===== src/rtl/video_pkg.sv =====
// Shared types and the DAC-word decode used by the video_decode block and its FIFO.
package video_pkg;

   localparam int LINE_CLKS = 384;

   typedef struct packed {
      logic [15:0] pc;
      logic        shadow;
      logic [8:0]  x;
      logic [8:0]  y;
      logic        eol;
   } px_t;

   localparam int PX_W = $bits(px_t);

   typedef struct packed {
      logic [15:0] pc;
      logic        shadow;
      logic        mismatch;
   } dec_t;

   // R carries the authoritative SHADOW and PC[15]; G and B copies only feed the mismatch flag.
   function automatic dec_t pc_decode(input logic [6:0] r, input logic [6:0] g, input logic [6:0] b);
      dec_t d;
      d.pc       = {r[0], r[1], g[1], b[1], r[5:2], g[5:2], b[5:2]};
      d.shadow   = r[6];
      d.mismatch = (g[6] != r[6]) || (b[6] != r[6]) || (g[0] != r[0]) || (b[0] != r[0]);
      return d;
   endfunction

endpackage


===== src/rtl/video_decode_fifo.sv =====
// Power-of-two pixel FIFO; head is read straight from the storage registers.
module video_decode_fifo
   import video_pkg::*;
#(
   parameter int DEPTH = 4
) (
   input  logic            i_clk,
   input  logic            i_rst,
   input  logic            i_push,
   input  logic [PX_W-1:0] i_data,
   input  logic            i_pop,
   output logic [PX_W-1:0] o_head,
   output logic            o_full,
   output logic            o_empty
);

   localparam int AW = $clog2(DEPTH);
   localparam logic [AW:0] CNT_FULL = (AW + 1)'(DEPTH);

   logic [PX_W-1:0] r_mem [DEPTH];
   logic [AW-1:0]   r_wr;
   logic [AW-1:0]   r_rd;
   logic [AW:0]     r_cnt;
   logic            w_do_push;
   logic            w_do_pop;

   assign o_full    = (r_cnt == CNT_FULL);
   assign o_empty   = (r_cnt == '0);
   assign o_head    = r_mem[r_rd];
   assign w_do_pop  = i_pop && !o_empty;
   // When full, a same-cycle pop frees the head slot that the write pointer targets.
   assign w_do_push = i_push && (!o_full || w_do_pop);

   always_ff @(posedge i_clk or posedge i_rst) begin
      if (i_rst) begin
         for (int i = 0; i < DEPTH; i++) r_mem[i] <= '0;
         r_wr  <= '0;
         r_rd  <= '0;
         r_cnt <= '0;
      end else begin
         if (w_do_push) begin
            r_mem[r_wr] <= i_data;
            r_wr        <= r_wr + 1'b1;
         end
         if (w_do_pop) r_rd <= r_rd + 1'b1;
         case ({w_do_push, w_do_pop})
            2'b10:   r_cnt <= r_cnt + 1'b1;
            2'b01:   r_cnt <= r_cnt - 1'b1;
            default: ;
         endcase
      end
   end

endmodule


===== src/rtl/video_decode.sv =====
// Rebuilds palette words from the registered DAC outputs and streams tagged pixels out.
module video_decode
   import video_pkg::*;
#(
   parameter int FIFO_DEPTH = 4,
   parameter int VBL_MIN    = 400
) (
   input  logic        CLK_6MB,
   input  logic        RESET,
   input  logic        nBNKB,
   input  logic [6:0]  VIDEO_R,
   input  logic [6:0]  VIDEO_G,
   input  logic [6:0]  VIDEO_B,
   output logic        PX_VALID,
   input  logic        PX_READY,
   output logic [15:0] PX_DATA,
   output logic        PX_SHADOW,
   output logic [8:0]  PX_X,
   output logic [8:0]  PX_Y,
   output logic        PX_EOL,
   output logic        ERR_ENC,
   output logic        ERR_OVF
);

   // PX_VALID/PX_READY: a pixel transfers on a rising edge where both are high; until then
   // PX_VALID stays high and the head fields hold steady. PX_VALID never depends on PX_READY.

   localparam int RUN_W = $clog2(VBL_MIN + 1);
   localparam logic [RUN_W-1:0] RUN_MAX = RUN_W'(VBL_MIN);

   logic             r_bnk_d;
   logic             r_primed;
   logic             r_armed;
   logic             r_skid_vld;
   px_t              r_skid;
   logic [8:0]       r_x;
   logic [8:0]       r_y;
   logic [RUN_W-1:0] r_run;
   logic             r_err_enc;
   logic             r_err_ovf;

   dec_t w_dec;
   logic w_active;
   logic w_blank;
   logic w_full;
   logic w_empty;
   px_t  w_push_px;
   px_t  w_head;

   always_comb begin
      w_dec     = pc_decode(VIDEO_R, VIDEO_G, VIDEO_B);
      // r_primed ignores the stale bnk_d level left over from reset.
      w_active  = r_primed && r_bnk_d;
      w_blank   = r_primed && !r_bnk_d;
      w_push_px = r_skid;
      w_push_px.eol = !r_bnk_d;
   end

   always_ff @(posedge CLK_6MB or posedge RESET) begin
      if (RESET) begin
         r_bnk_d    <= 1'b0;
         r_primed   <= 1'b0;
         r_armed    <= 1'b0;
         r_skid_vld <= 1'b0;
         r_skid     <= '0;
         r_x        <= '0;
         r_y        <= '0;
         r_run      <= '0;
         r_err_enc  <= 1'b0;
         r_err_ovf  <= 1'b0;
      end else begin
         r_bnk_d  <= nBNKB;
         r_primed <= 1'b1;
         if (w_blank) begin
            r_armed    <= 1'b1;
            r_x        <= '0;
            r_skid_vld <= 1'b0;
            if (|{VIDEO_R, VIDEO_G, VIDEO_B}) r_err_enc <= 1'b1;
            if (r_run != RUN_MAX) r_run <= r_run + 1'b1;
            if (r_run >= RUN_MAX - 1'b1) r_y <= '0;
            else if (r_skid_vld)         r_y <= r_y + 9'd1;
         end else if (w_active) begin
            r_run <= '0;
            if (w_dec.mismatch) r_err_enc <= 1'b1;
            // Mid-line samples after reset are dropped until a real blank arms the line.
            if (r_armed) begin
               r_skid_vld <= 1'b1;
               r_skid     <= '{pc: w_dec.pc, shadow: w_dec.shadow, x: r_x, y: r_y, eol: 1'b0};
               if (r_x != 9'd511) r_x <= r_x + 9'd1;
            end
         end
         if (r_skid_vld && w_full && !PX_READY) r_err_ovf <= 1'b1;
      end
   end

   video_decode_fifo #(
      .DEPTH (FIFO_DEPTH)
   ) u_fifo (
      .i_clk   (CLK_6MB),
      .i_rst   (RESET),
      .i_push  (r_skid_vld),
      .i_data  (w_push_px),
      .i_pop   (PX_READY),
      .o_head  (w_head),
      .o_full  (w_full),
      .o_empty (w_empty)
   );

   assign PX_VALID  = !w_empty;
   assign PX_DATA   = w_head.pc;
   assign PX_SHADOW = w_head.shadow;
   assign PX_X      = w_head.x;
   assign PX_Y      = w_head.y;
   assign PX_EOL    = w_head.eol;
   assign ERR_ENC   = r_err_enc;
   assign ERR_OVF   = r_err_ovf;

endmodule


===== config.mk =====
export PLATFORM = sky130hd
export DESIGN_NAME = video_decode
export DESIGN_NICKNAME = d
export VERILOG_FILES = /design/src/rtl/video_pkg.sv /design/src/rtl/video_decode_fifo.sv /design/src/rtl/video_decode.sv
export SDC_FILE = /design/constraint.sdc
export NUM_CORES = 1
export LEC_CHECK = 0
export CAP_MARGIN = 20
export CORE_ASPECT_RATIO = 2
export CORE_UTILIZATION = 24
export DETAILED_ROUTE_END_ITERATION = 10
export SYNTH_ARGS = -nofsm -noshare
export SYNTH_HDL_FRONTEND = slang
export SYNTH_SLANG_ARGS = --single-unit

===== constraint.sdc =====
create_clock -name CLK_6MB -period 20.5 [get_ports CLK_6MB]
set_input_delay 5.125 -clock CLK_6MB [delete_from_list [all_inputs] [get_ports CLK_6MB]]
set_output_delay 5.125 -clock CLK_6MB [all_outputs]
set_load 0.01 [all_outputs]

==> Yosys cells after proc, flatten, opt, wreduce, memory -nomap -nowiden <==
Cells that the tools add are included.
{ "classes": {"add_sub_neg": 7, "bitwise": 3, "mux": 23, "reduce_logical": 29, "multipliers": 0, "shifts": 0, "order_cmp": 4, "n_div": 0, "eq_ne": 11} }
{ "ops": {"columns": ["cell", "count"], "rows": [
  ["$bwmux 144", 1],
  ["$mux 36", 3],
  ["$mux 9", 9],
  ["$bmux 36 s2", 1],
  ["$demux 36 s2", 1],
  ["$add 9x1->9 const B", 3],
  ["$reduce_or 21->1", 1],
  ["$ne 9x9->1 const B", 2],
  ["$reduce_bool 2->1", 6],
  ["$ge 9x9->1 const B", 1],
  ["$reduce_and 3->1", 3],
  ["$logic_and 1x1->1", 7],
  ["$mux 1", 7],
  ["$ge 3x3->1 const B", 2],
  ["$not 2->3", 2],
  ["$pmux 3 s2", 1],
  ["$reduce_and 2->1", 3],
  ["$add 2x1->2 const B", 2],
  ["$logic_not 1->1", 4],
  ["$logic_or 1x1->1", 4],
  ["$ne 1x1->1", 4],
  ["$ne 2x1->1 const B", 2],
  ["$add 3x1->3 const B", 1],
  ["$eq 3x3->1 const B", 1],
  ["6 further kinds", 6]
]} }
{ "totals": {"mem_bits_rw": 0, "latch_bits": 0, "word_cells": 97, "input_bits": 25, "rom_bits": 0, "mem_count": 0, "regBits": 219} }

==> Logic depth before layout (Yosys ltp) <==
{ "depth": {"word_depth": 7, "depth_mapped": 10} }

==> Modules after synthesis <==
A second synthesis with hierarchy kept.
{ "hier_totals": {"hier_cells": 647, "hier_area_um2": 9773.1} }
{ "modules_own_cells": {"columns": ["module", "n_inst", "area_each_um2", "seq_area_each_um2", "cells_per_inst"], "rows": [
  ["video_decode_fifo", 1, 6657.6, 3778.6, 386],
  ["video_decode", 1, 3115.5, 1701.6, 261]
]} }

==> Worst setup path after synthesis <==
No wires, ideal clock.
{ "synth_timing": {"kind": "in2reg", "start": "in PX_READY", "end": "reg u_fifo.r_cnt[2]", "t_required_ns": 20.421, "path_buffers": 1, "arrival_ns": 6.964, "setup_ns": 0.079, "stages": 10, "path_slack_ns": 13.457, "cell_sequence": "or4b_4 -> buf_6 -> and2_2 -> inv_1 -> ha_1 -> inv_1 -> fa_1 -> xor2_1 -> nor2_1 -> xor2_1"} }
{ "synth_via": {"elab_chain_len": 5, "elab_cells_between_ends": 7, "classes_between": "eq/ne (2); mux (1); reduce/logical (4)"} }
{ "synth_lines": {"columns": ["item", "line_no", "rtl"], "rows": [
  ["start: declaration", "video_decode.sv:15", "input logic PX_READY,"],
  ["$logic_and 1x1->1 *", "video_decode_fifo.sv:30", "assign w_do_pop = i_pop && !o_empty;"],
  ["$logic_or 1x1->1", "video_decode_fifo.sv:32", "assign w_do_push = i_push && (!o_full || w_do_pop);"],
  ["$logic_and 1x1->1", "video_decode_fifo.sv:32", null],
  ["$eq 2x1->1 or $eq 2x2->1 (tied branches)", "video_decode_fifo.sv:46", "case ({w_do_push, w_do_pop})"],
  ["$pmux 3 s2 or $reduce_bool 2->1 (tied branches)", null, null],
  ["end signal: assignment", "video_decode_fifo.sv:47", "2'b10: r_cnt <= r_cnt + 1'b1;"],
  ["end signal: assignment", "video_decode_fifo.sv:48", "2'b01: r_cnt <= r_cnt - 1'b1;"],
  ["end: declaration", "video_decode_fifo.sv:23", "logic [AW:0] r_cnt;"]
]} }
Mark *: on every way between the ends. The rest lies on a longest branch, timed or not.
A chain may end at the register's enable or synchronous reset.

==> Final worst setup path <==
{ "layout_timing": {"start": "reg u_fifo.r_rd[0]", "end": "out PX_DATA[12]"} }
{ "layout_via": {"elab_chain_len": 4} }
{ "layout_lines": {"columns": ["item", "line_no", "rtl"], "rows": [
  ["start: declaration", "video_decode_fifo.sv:22", "logic [AW-1:0] r_rd;"],
  ["start signal: assignment", "video_decode_fifo.sv:45", "if (w_do_pop) r_rd <= r_rd + 1'b1;"],
  ["$not 2->3 (implied by the code)", "video_decode_fifo.sv:29", "assign o_head = r_mem[r_rd];"],
  ["$bmux 36 s2", "video_decode_fifo.sv:29", null],
  ["$mux 36 (implied by the code) (2 in series)", "video_decode_fifo.sv:29", null],
  ["end: declaration", "video_decode.sv:16", "output logic [15:0] PX_DATA,"]
]} }
Every way passes these cells. The select of a mux whose other input is x is not followed.

==> run summary <==
initial antenna violation count: 0
Clock Root Buffer: clkbuf_16
Post-synth EDFFs: 0
Inst Count DP: 1234
top post-synthesis cells by area: dfrtp_1, mux2_4, mux4_2
Worst Setup End Kind: output port
sequential share of power: 39.4%
Via density: 4.48
min Tclk post-route: 8.10 ns
fin crit share: 39.5%
Comb power frac: 35.8%
vias in the first global route: 6387
port buffer count: 63
H-Tree Depth: 1
RSZ-0062 raised after global routing: no
Sw Share: 30.2%
setup tns final: 0 ns
GP Congestion: 0.727
VDD IR max: 50.7 uV
DRC violations left: 0
crit path launch type: register
Max Slew Vio Count: 0
Ys Warns: 0
Main synth FF type: dfrtp_1
crit-path cells: buf_4, mux4_2, clkdlybuf4s50_1
Gate Count Post-Synth: 654
P_leak: 5.34 nW
hold_buf cts: 0
Num Clock Sinks: 219
DIE HEIGHT: 294 um
Worst path max stage delay: 0.74 ns
total wire length: 23400 um
share of cells above drive strength 1: 36.5%
fmax: 123 MHz
max cap viols: 0
top cell type's share of synthesized area: 53.4%
worst hold margin: 0.488 ns
GRT overflow: 0
Tot Pwr: 0.00174 W
Post-CTS Setup Bufs: 0
area growth from synthesis to layout: 17.7%
CP max-delay cell: dfrtp_2
initial cell density of the core: 24.5%
Vias: 5709
Post-Syn Area per Cell: 15.7 um2
internal power: 0.00122 W
skew final: 0.0129 ns
Non-Filler Instances: 1274
final setup violation count: 0
ANT nets after route: 0
asr flop ratio synth: 100%
syn nets: 690
Post-synth top cells: dfrtp_1, mux2_4, mux2_2, mux4_2, nand2_1
pwr/cell area: 144 mW/mm2
Max clock buf depth: 3
crit path DAT: 2.98 ns
io pins: 64
drt wl/cell: 18.3 um
final net count: 754
largest net degree at the start of global routing: 79
Mapped Area: 0.0103 mm2
Total GRT Usage: 11.2%
#FFs+latches synth: 219
worst relative slew slack: 36.3%
worst-skew pair later-pin latency: 0.52 ns
Setup Crit Path Kind: reg2out
ant diodes: 0
first-pass GRT wire length: 37500 um
Clock power frac: 24.9%
most common cell in the netlist: dfrtp_1
Netlist cell types: 49
status: complete, no violations
CP Data Required Time: 15.38 ns
r2r setup slk: 17.96 ns
post-DP HPWL: 14900 um
crit-path max FO: 23
CTS resizes: 0
die area: 0.0436 mm2
core area: 0.0419 mm2
num rows: 106
Seq/Total Area, Yosys: 53.4%
total CTS buffers: 22
final hold violations: 0
initial drt markers: 219
worst min path class: reg2reg
die width: 148 um
switching power: 0.000525 W
Worst-path clk slew: 0.07 ns
largest area contributor in the netlist: dfrtp_1
first drt pass iteration count: 4
CTS tree: built
slew at the pin closest to its max-slew limit: 0.956 ns
[layout by cell type (no fill, tap or decap), types with 4 or more instances in the layout]
cell type / count
dfrtp_1: 217
mux2_4: 112
mux2_2: 65
clkdlybuf4s50_1: 63
mux4_2: 36
nand2_1: 26
o21ai_0: 24
clkbuf_16: 23
nor2_1: 15
inv_1: 12
a21oi_1: 10
ha_1: 10
nand4_1: 8
and3_1: 7
buf_4: 7
nor3_1: 6
xor2_1: 6
nor4_1: 5
and2_1: 5
or4_1: 4
xnor2_1: 4
a22o_1: 4
a21o_1: 4
nand3_4: 4
clkbuf_1: 4
[layer usage]
metal	part of all wire (%)	global-route usage, %	vias to the layer above
li1	-	-	2540
met5	0	0	-
met1	38	12.2	3017
met4	3.7	5.41	0
met3	3.1	1.24	44
met2	55	21.0	108
[worst max-delay path, delay by kind of cell (launching register included)]
family                 cells  cell delay, ns
DFF                        1            0.74
buffers and inverters      2            1.14
muxes                      1            0.57
[state kept, by name, summed over array words and instances, names as in the netlist]
register	count
u_fifo.r_cnt	3
r_y	9
u_fifo.r_wr	2
u_fifo.r_rd	2
r_skid	35
r_primed	1
u_fifo.r_mem	144
r_bnk_d	1
r_x	9
r_skid_vld	1
ERR_OVF	1
r_run	9
ERR_ENC	1
r_armed	1
[final timing paths]
path / from / endpoint / depth (start not counted)
min in group asynchronous: RESET / u_fifo.r_mem[131]$_DFFE_PP0P_ / 2
worst min register to register: u_fifo.r_mem[72]$_DFFE_PP0P_ / u_fifo.r_mem[72]$_DFFE_PP0P_ / 2
worst max-delay path: u_fifo.r_rd[0]$_DFFE_PP0P_ / PX_DATA[12] / 3
worst min-delay path: u_fifo.r_mem[72]$_DFFE_PP0P_ / u_fifo.r_mem[72]$_DFFE_PP0P_ / 2
worst max register to register: u_fifo.r_cnt[1]$_DFFE_PP0P_ / u_fifo.r_cnt[2]$_DFFE_PP0P_ / 9
max in group asynchronous: RESET / u_fifo.r_mem[38]$_DFFE_PP0P_ / 3
[through the flow]
stage | utilization, % | setup slack (ns) | area (um2)
final | 28.8 | 12.40 | 12100
after global routing | 28.8 | 12.21 | 12100
after CTS | 28.8 | 12.27 | 12100
after detailed placement | 27.0 | 12.84 | 11300
after global placement | 27.0 | 12.87 | 11300
after floorplan | - | 9.38 | 10300
[layout make-up]
class                      count  area, um2
sequential                   219       5480
clock inverter                10        139
clock buffer                  30        632
tap                          540        676
inverter                      13       56.3
timing repair buffer          70        683
multi-input combinational    392       4410
fill                        4245      29800
[power groups by stage]
stage / Combinational, W / Clock, W / Sequential [W]
6_report: 0.000623 / 0.000433 / 0.000685
5_1_grt: 0.000667 / 0.000464 / 0.000705
4_1_cts: 0.000637 / 0.000449 / 0.000687
3_5_place_dp: 0.000635 / 0 / 0.000695
3_3_place_gp: 0.000625 / 0 / 0.000688
2_1_floorplan: 0.000486 / 0 / 0.000634
[cells by family after synthesis]
| family | Yosys count | share of synthesized area, % |
|---|---|---|
| and+or+nand+nor | 95 | 5.31 |
| muxes | 214 | 31.5 |
| buffers and inverters | 43 | 3.66 |
| adders and majority gates | 11 | 1.41 |
| other | 1 | 0.0366 |
| AOI/OAI and AO/OA | 61 | 3.78 |
| xor gates and xnor gates | 10 | 0.854 |
| DFF | 219 | 53.4 |
No activity file was read; power rests on OpenSTA's default activity.
